### config.mk
export PLATFORM = sky130hd
export DESIGN_NAME = regfile_dump
export DESIGN_NICKNAME = d
export VERILOG_FILES = /design/src/rtl/regfile_dump_pkg.sv /design/src/rtl/regfile_dump_tx_byte_reg.sv /design/src/rtl/regfile_dump.sv
export SDC_FILE = /design/constraint.sdc
export NUM_CORES = 1
export LEC_CHECK = 0
export ABC_AREA = 1
export BUFFER_PORTS_ARGS = -buffer_cell sky130_fd_sc_hd__buf_2
export CORE_UTILIZATION = 56
export CTS_BUF_LIST = sky130_fd_sc_hd__clkbuf_8
export DETAILED_ROUTE_END_ITERATION = 6
export GPL_TIMING_DRIVEN = 0
export PLACE_DENSITY = 0.86
export SLEW_MARGIN = 0
export SYNTH_ARGS = -nofsm -noshare
export SYNTH_HDL_FRONTEND = slang
export SYNTH_SLANG_ARGS = --single-unit
export TNS_END_PERCENT = 5
### constraint.sdc
create_clock -name clk -period 2.1 [get_ports clk]
set_input_delay 0.42 -clock clk [delete_from_list [all_inputs] [get_ports clk]]
set_output_delay 0.42 -clock clk [all_outputs]
set_load 0.005 [all_outputs]
### src/rtl/regfile_dump_pkg.sv
// Shared definitions for the register-file debug dump engine:
// register indices, FSM encoding and frame defaults.
package regfile_dump_pkg;

    localparam int ADDR_W = 4;

    localparam logic [ADDR_W-1:0] ACCUMULATOR = 4'd0;
    localparam logic [ADDR_W-1:0] REGA        = 4'd1;
    localparam logic [ADDR_W-1:0] REGB        = 4'd2;
    localparam logic [ADDR_W-1:0] REGC        = 4'd3;
    localparam logic [ADDR_W-1:0] REGD        = 4'd4;
    localparam logic [ADDR_W-1:0] REGE        = 4'd5;
    localparam logic [ADDR_W-1:0] MADDR       = 4'd14;
    localparam logic [ADDR_W-1:0] ZERO        = 4'd15;

    localparam logic [7:0] HEADER_DEFAULT = 8'hA5;

    // Architectural registers worth dumping; ZERO is hardwired so it is skipped.
    localparam logic [15:0] MASK_DEFAULT =
        (16'd1 << ACCUMULATOR) | (16'd1 << REGA) | (16'd1 << REGB) |
        (16'd1 << REGC) | (16'd1 << REGD) | (16'd1 << REGE) |
        (16'd1 << MADDR);

    typedef enum logic [2:0] {
        S_IDLE,
        S_WAIT_GNT,
        S_SEND_HDR,
        S_SCAN,
        S_SEND_REG,
        S_END,
        S_SEND_CSUM,
        S_FIN
    } state_t;

endpackage

### src/rtl/regfile_dump_tx_byte_reg.sv
// Valid/ready output holding register: a loaded byte stays on
// tx_data with tx_valid high until the downstream accepts it.
module tx_byte_reg #(
    parameter int DATA_W = 8
) (
    input  logic              clk,
    input  logic              rst_n,
    input  logic              load,
    input  logic [DATA_W-1:0] load_data,
    input  logic              tx_ready,
    output logic              tx_valid,
    output logic [DATA_W-1:0] tx_data
);

    always_ff @(posedge clk or negedge rst_n) begin
        if (!rst_n) begin
            tx_valid <= 1'b0;
            tx_data  <= '0;
        end else if (load) begin
            tx_valid <= 1'b1;
            tx_data  <= load_data;
        end else if (tx_valid && tx_ready) begin
            tx_valid <= 1'b0;
        end
    end

endmodule

### src/rtl/regfile_dump.sv
// Register-file dump engine: walks REG_MASK and streams a byte frame.
// Define REGFILE_DUMP_CSUM_EN to append an XOR checksum byte.
module regfile_dump
    import regfile_dump_pkg::*;
#(
    parameter int                 NUM_REGS = 16,
    parameter int                 DATA_W   = 8,
    parameter logic [15:0]        REG_MASK = MASK_DEFAULT,
    parameter logic [DATA_W-1:0]  HEADER   = HEADER_DEFAULT
) (
    input  logic              clk,
    input  logic              rst_n,
    input  logic              start,
    output logic              busy,
    output logic              done,
    output logic              bus_req,
    input  logic              bus_gnt,
    output logic [3:0]        reg_addr,
    input  logic [DATA_W-1:0] reg_rdata,
    output logic [DATA_W-1:0] tx_data,
    output logic              tx_valid,
    input  logic              tx_ready
);

    localparam logic [3:0] LAST_IDX = 4'(NUM_REGS - 1);

    state_t            state, state_n;
    logic [3:0]        idx;
    logic              idx_clr, idx_inc;
    logic              load;
    logic [DATA_W-1:0] load_data;
    logic              accept;
    logic              last;

    assign accept   = tx_valid && tx_ready;
    assign last     = (idx == LAST_IDX);
    assign reg_addr = idx;
    assign busy     = (state != S_IDLE);
    assign bus_req  = (state != S_IDLE);
    assign done     = (state == S_FIN);

`ifdef REGFILE_DUMP_CSUM_EN
    logic [DATA_W-1:0] csum;

    always_ff @(posedge clk or negedge rst_n) begin
        if (!rst_n) begin
            csum <= '0;
        end else if (state == S_IDLE && start) begin
            csum <= '0;
        end else if (accept && state != S_SEND_CSUM) begin
            csum <= csum ^ tx_data;
        end
    end
`endif

    always_ff @(posedge clk or negedge rst_n) begin
        if (!rst_n) begin
            state <= S_IDLE;
        end else begin
            state <= state_n;
        end
    end

    always_ff @(posedge clk or negedge rst_n) begin
        if (!rst_n) begin
            idx <= '0;
        end else if (idx_clr) begin
            idx <= '0;
        end else if (idx_inc) begin
            idx <= idx + 4'd1;
        end
    end

    always_comb begin
        state_n   = state;
        idx_clr   = 1'b0;
        idx_inc   = 1'b0;
        load      = 1'b0;
        load_data = HEADER;
        unique case (state)
            S_IDLE: begin
                if (start) state_n = S_WAIT_GNT;
            end
            S_WAIT_GNT: begin
                if (bus_gnt) begin
                    load    = 1'b1;
                    state_n = S_SEND_HDR;
                end
            end
            S_SEND_HDR: begin
                if (accept) begin
                    idx_clr = 1'b1;
                    state_n = S_SCAN;
                end
            end
            S_SCAN: begin
                // The address port is only trusted while granted.
                if (bus_gnt) begin
                    if (REG_MASK[idx]) begin
                        load      = 1'b1;
                        load_data = reg_rdata;
                        state_n   = S_SEND_REG;
                    end else if (last) begin
                        state_n = S_END;
                    end else begin
                        idx_inc = 1'b1;
                    end
                end
            end
            S_SEND_REG: begin
                if (accept) begin
                    if (last) begin
                        state_n = S_END;
                    end else begin
                        idx_inc = 1'b1;
                        state_n = S_SCAN;
                    end
                end
            end
            S_END: begin
`ifdef REGFILE_DUMP_CSUM_EN
                load      = 1'b1;
                load_data = csum;
                state_n   = S_SEND_CSUM;
`else
                state_n = S_FIN;
`endif
            end
            S_SEND_CSUM: begin
`ifdef REGFILE_DUMP_CSUM_EN
                if (accept) state_n = S_FIN;
`else
                state_n = S_IDLE;
`endif
            end
            S_FIN: begin
                state_n = S_IDLE;
            end
            default: begin
                state_n = S_IDLE;
            end
        endcase
    end

    tx_byte_reg #(
        .DATA_W(DATA_W)
    ) u_tx (
        .clk      (clk),
        .rst_n    (rst_n),
        .load     (load),
        .load_data(load_data),
        .tx_ready (tx_ready),
        .tx_valid (tx_valid),
        .tx_data  (tx_data)
    );

endmodule

Word-level counts from Yosys, hierarchy flattened
Memory sizes are Yosys's and may differ from the RTL's.
Index checks and enable logic that the tools add are counted.

storage, ports and cells
  input bits = 13
  memories kept = 1
  bits in registers = 16
  ROM bits = 16

cells by class
  equal/unequal tests = 14
  multiplexer cells = 28
  order comparisons = 1
  reductions and logical operators = 7
  add/subtract/negate cells = 1

memory list
  memory            words  bits a word  read ports  clocked after Yosys merged registers in  write ports  line                source
  (name not given)  16     1            1           0                                        0            regfile_dump.sv:99  if (REG_MASK[idx]) begin

operator list
  kind                                                 count
  two-way mux 3 bit                                    8
  two-way mux 8 bit                                    3
  one-hot mux 3 bit (7 select lines)                   1
  equality test 3 bit, second input constant           4
  two-way mux 1 bit                                    12
  != test 2 bit, second input constant                 5
  two-way mux 4 bit                                    2
  equality test 3 x 2 -> 1 bit, second input constant  2
  AND reduction 6 bit                                  1
  < comparator 4 x 5 -> 1 bit, second input constant   1
  adder 4 x 1 -> 4 bit, second input constant          1
  equality test 4 bit, second input constant           1
  one-hot mux 1 bit (2 select lines)                   2
  nonzero test 2 bit                                   2
  equality test 3 x 1 -> 1 bit, second input constant  1
  logical NOT 3 bit                                    1
  != test 3 bit, second input constant                 1
  nonzero test 3 bit                                   1
  OR reduction 2 bit                                   1
  logical AND 1 bit                                    1

Longest topological paths before layout
  word-level depth = 7
  mapped depth = 9

Cells and area by module
From an unflattened synthesis, not the netlist that was laid out.

unflattened totals
  cells, all modules = 137
  area, all modules = 996.0 um2

modules (own cells, without submodules)
  module        area each (um2)  cells an instance  instances
  regfile_dump  654.4            99                 1
  tx_byte_reg   341.6            38                 1

Worst setup path after synthesis
OpenSTA, ideal clock, no wires.

  path type = reg-to-reg
  start point = register idx[0], in the netlist reg_addr[0]
  end point = register u_tx.tx_data[0]
  slack = 767 ps
  arrival time = 1216 ps
  required time = 1983 ps
  stages on the path, launching flop included = 10
  path buffers = 0
  period minus slack after synthesis = 1333 ps
  cells stage by stage = dfrtp_1 > inv_1 > ha_1 > nand2_1 > nand2_1 > nand2_1 > nor2_2 > nand2_1 > nand3_1 > nand2_1

between the ends
  word-level cells in the longest chain between the ends = 5

ends and longest elaborated chain
  what                                                                            line                            source
  start: declaration                                                              regfile_dump.sv:28              logic [3:0] idx;
  start signal: assignment                                                        regfile_dump.sv:70              idx <= idx + 4'd1;
  memory (16 x 1 bit) (*)                                                         --
  two-way mux 1 bit (not written as such) (*)                                     regfile_dump.sv:99
  two-way mux 1 bit / two-way mux 8 bit (equally long branches)                   regfile_dump.sv:99
  two-way mux 1 bit / two-way mux 8 bit (equally long branches)                   regfile_dump.sv:98              if (bus_gnt) begin
  one-hot mux 1 bit (2 select lines) / two-way mux 8 bit (equally long branches)  regfile_dump.sv:80              unique case (state)
  end signal: assignment                                                          regfile_dump_tx_byte_reg.sv:21  tx_data <= load_data;
  end: declaration                                                                regfile_dump_tx_byte_reg.sv:12  output logic [DATA_W-1:0] tx_data

Mark *: on every way between the ends. The rest lies on a longest branch, timed or not. The select of a mux whose other input is x is not followed.
A chain may end at the register's enable or synchronous reset.

Worst setup path after layout
  start point = register state[1]
  end point = output busy

between the ends
  word-level cells in the longest chain between the ends = 1

ends and longest elaborated chain
  what                      line                source
  start: declaration        regfile_dump.sv:27  state_t state, state_n;
  start signal: assignment  regfile_dump.sv:60  state <= state_n;
  nonzero test 3 bit        regfile_dump.sv:38  assign busy = (state != S_IDLE);
  end: declaration          regfile_dump.sv:14  output logic busy,

Every way passes these cells.

==> key figures <==
Die
  – Height of the die: 43.5 µm
  – Core box area: 0.00156 mm²
  – Initial core utilization: 0.618
  – IO Pins: 29
  – Die area: 0.00189 mm²
  – Row count: 14
  – Die Width: 43.5 µm

Layout
  – Most frequent cells in the layout: nand2_1, buf_2, dfrtp_1
  – Final core occ: 0.756
  – Layout cells sized above 1: 0.295
  – Post-Layout Cell Count: 182
  – Most common cell after layout, fill and taps aside: nand2_1
  – # diodes: 0
  – # nets final: 182
  – Synth-to-layout area growth: 22.3%

Yosys
  – Post-synthesis xor/xnor area fraction: 0.0182
  – Mapped Area: 963 µm²
  – Distinct cells, synth: 20
  – Syn_nets: 149
  – Largest family of logic cells by synthesized area: simple AND/OR/NAND/NOR gates
  – Synth Area per Inst: 7.19 µm²
  – Simple-gate portion of the synthesized area: 0.430
  – Ys Warns: 0
  – Mapped Cells: 134
  – Sequential share of the synthesized area: 0.416
  – Complex-gate fraction of the synthesized area: 0.0156
  – Adder-Cell Fraction of Synth Area: 0.0260
  – Mux cell area share after synthesis: 0
  – FF+latch count, synth: 16

STA
  – Worst relative slew slack: 0.657
  – Final Hold Viols: 0
  – Least-Margin Pin Slew: 0.515 ns
  – Setup Skew: 0.00253 ns
  – Final setup violation count: 0
  – RSZ-0062 raised after global routing: no
  – Final Max Slew Viols: 0
  – TNS Setup: 0 ns
  – Final min period: 1.67 ns
  – Fmax: 600 MHz
  – Final cycle utilization of the critical path: 0.794

Detailed routing
  – Routed vias: 981
  – Vias per cell: 5.39
  – WL final: 2.16 mm
  – Detailed Routing Iterations Pass 1: 6
  – Wire per inst: 11.9 µm
  – DRC: 2
  – Starting DRT DRC Count: 44
  – ANT nets after route: 0

Critical path
  – CP required: 1.68 ns
  – Crit path top cell by count: buf_2
  – Slowest stage delay, CP: 0.35 ns
  – CP max-delay cell: dfrtp_1
  – Worst-path cell chain: buf_2, nor2_1, nand2_1, buf_4, buf_2
  – Critical path arrival: 1.25 ns
  – Worst setup path category: reg -> out
  – Buf/Inv on CP: 3
  – Worst setup SP type: register
  – Delay-heaviest family, CP: buffers and inverters
  – Crit end category: output port
  – Worst Path Max Fanout: 8

Pwr
  – Internal: 832 µW
  – Psw: 569 µW
  – Total power: 1.40 mW
  – Switching Fraction: 0.406
  – Pwr Density: 1190 mW/mm²
  – Register share of total power: 0.356
  – Gate power share: 0.445
  – P_leak: 0.699 nW
  – Clk pwr share: 0.199
  – Peak supply drop: 0.000733 V

CTS
  – Num CTS Buffers: 3
  – CTS tree: built
  – Resized Gates After CTS: 0
  – Clock transition at path regs: 0.07 ns
  – Cts hold-fix bufs: 0
  – Clock latency on the worst-skew pair: 0.25 ns
  – Clk sinks: 16
  – Post-CTS setup buffers: 0
  – CTS H-tree depth: 1
  – CTS root buffer: clkbuf_8
  – Clk buf depth: 2

Placed design
  – Dpl hpwl: 1.53 mm
  – Placed Cells: 178
  – RePlAce Congestion: 0.870
  – Port Buf Inserts: 28

Job
  – Max-cap viol count: 0

Hold path
  – Min-delay worst type: in -> async

Global route
  – Initial antenna violation count: 0
  – Vias in the first global route: 848
  – Largest net degree at the start of global routing: 17
  – Total gr overflow: 0
  – Gr usage total: 0.247
  – First-pass GRT wire length: 3.51 mm

Outcome
  – Failing checks: DRC
  – Status: finished with violations
-- metal layers --
layer  vias up  GRT usage  share of wire
met5         -          0              0
met4         0      0.119          0.015
met3         5     0.0375          0.046
met2        36      0.391           0.48
met1       457      0.333           0.46
li1        483          -              -
-- registers in the layout (all words and copies together), names as in the netlist --
register       flops
u_tx.tx_data       8
reg_addr           4
u_tx.tx_valid      1
state              3
-- area by class of cell --
type | count | area (µm²)
plain buffers | 5 | 31.3
clock buffers | 4 | 55.1
fillers | 115 | 380
inverters | 16 | 60.1
multi-input cells | 97 | 472
flip-flops and latches | 16 | 400
well taps | 16 | 20.0
repair buffers | 28 | 140
-- power by group through the flow --
stage	combinational [mW]	clock (mW)	sequential, mW
2_1_floorplan	0.409	0	0.502
3_3_place_gp	0.592	0	0.496
3_5_place_dp	0.620	0	0.499
4_1_cts	0.625	0.279	0.496
5_1_grt	0.702	0.288	0.508
6_report	0.623	0.279	0.499
-- synth_stat cells --
cell | count | area share
dfrtp_1 | 16 | 0.42
o21ai_1 | 2 | 0.010
ha_1 | 2 | 0.026
inv_1 | 13 | 0.051
nor3_1 | 1 | 0.0052
nand3_1 | 15 | 0.078
nand2_1 | 53 | 0.21
nor2_2 | 4 | 0.026
nand3b_1 | 1 | 0.0078
xor2_1 | 2 | 0.018
nand4_1 | 5 | 0.032
buf_4 | 3 | 0.023
nor3_2 | 1 | 0.010
nand3_2 | 3 | 0.031
nor2_1 | 5 | 0.019
nand2_2 | 2 | 0.013
buf_2 | 1 | 0.0052
o21ai_0 | 1 | 0.0052
clkbuf_1 | 1 | 0.0039
inv_2 | 3 | 0.012
-- logic make-up after synthesis --
logic type | after synthesis
adder cells (fa/ha/maj) | 2
AO/OA/AOI/OAI | 3
XOR/XNOR | 2
flip-flops | 16
AND/OR/NAND/NOR | 90
buffers and inverters | 21
-- final timing paths --
| path | startpoint | end | slack, ns | cells after the start |
|---|---|---|---|---|
| max | state[1]$_DFFE_PN0P_ | busy | 0.43 | 5 |
| min | rst_n | reg_addr[3]$_DFFE_PN0P_ | 0.07 | 1 |
| max reg2reg | reg_addr[0]$_DFFE_PN0P_ | u_tx.tx_data[7]$_DFFE_PN0P_ | 0.53 | 9 |
| min reg2reg | u_tx.tx_data[0]$_DFFE_PN0P_ | u_tx.tx_data[0]$_DFFE_PN0P_ | 0.47 | 2 |
| max in group asynchronous | rst_n | reg_addr[0]$_DFFE_PN0P_ | 1.77 | 1 |
| min in group clk | tx_ready | u_tx.tx_valid$_DFFE_PN0P_ | 0.34 | 2 |
-- per-stage QoR --
step                setup slack (ns)  area, µm²  hold WS [ns]
floorplan                      0.767        963         0.124
global placement               0.652       1120         0.351
detailed placement             0.577       1120         0.357
CTS                            0.435       1180        0.0845
global route                   0.379       1180         0.104
finish                         0.433       1180        0.0684
No activity file was read; power rests on OpenSTA's default activity.
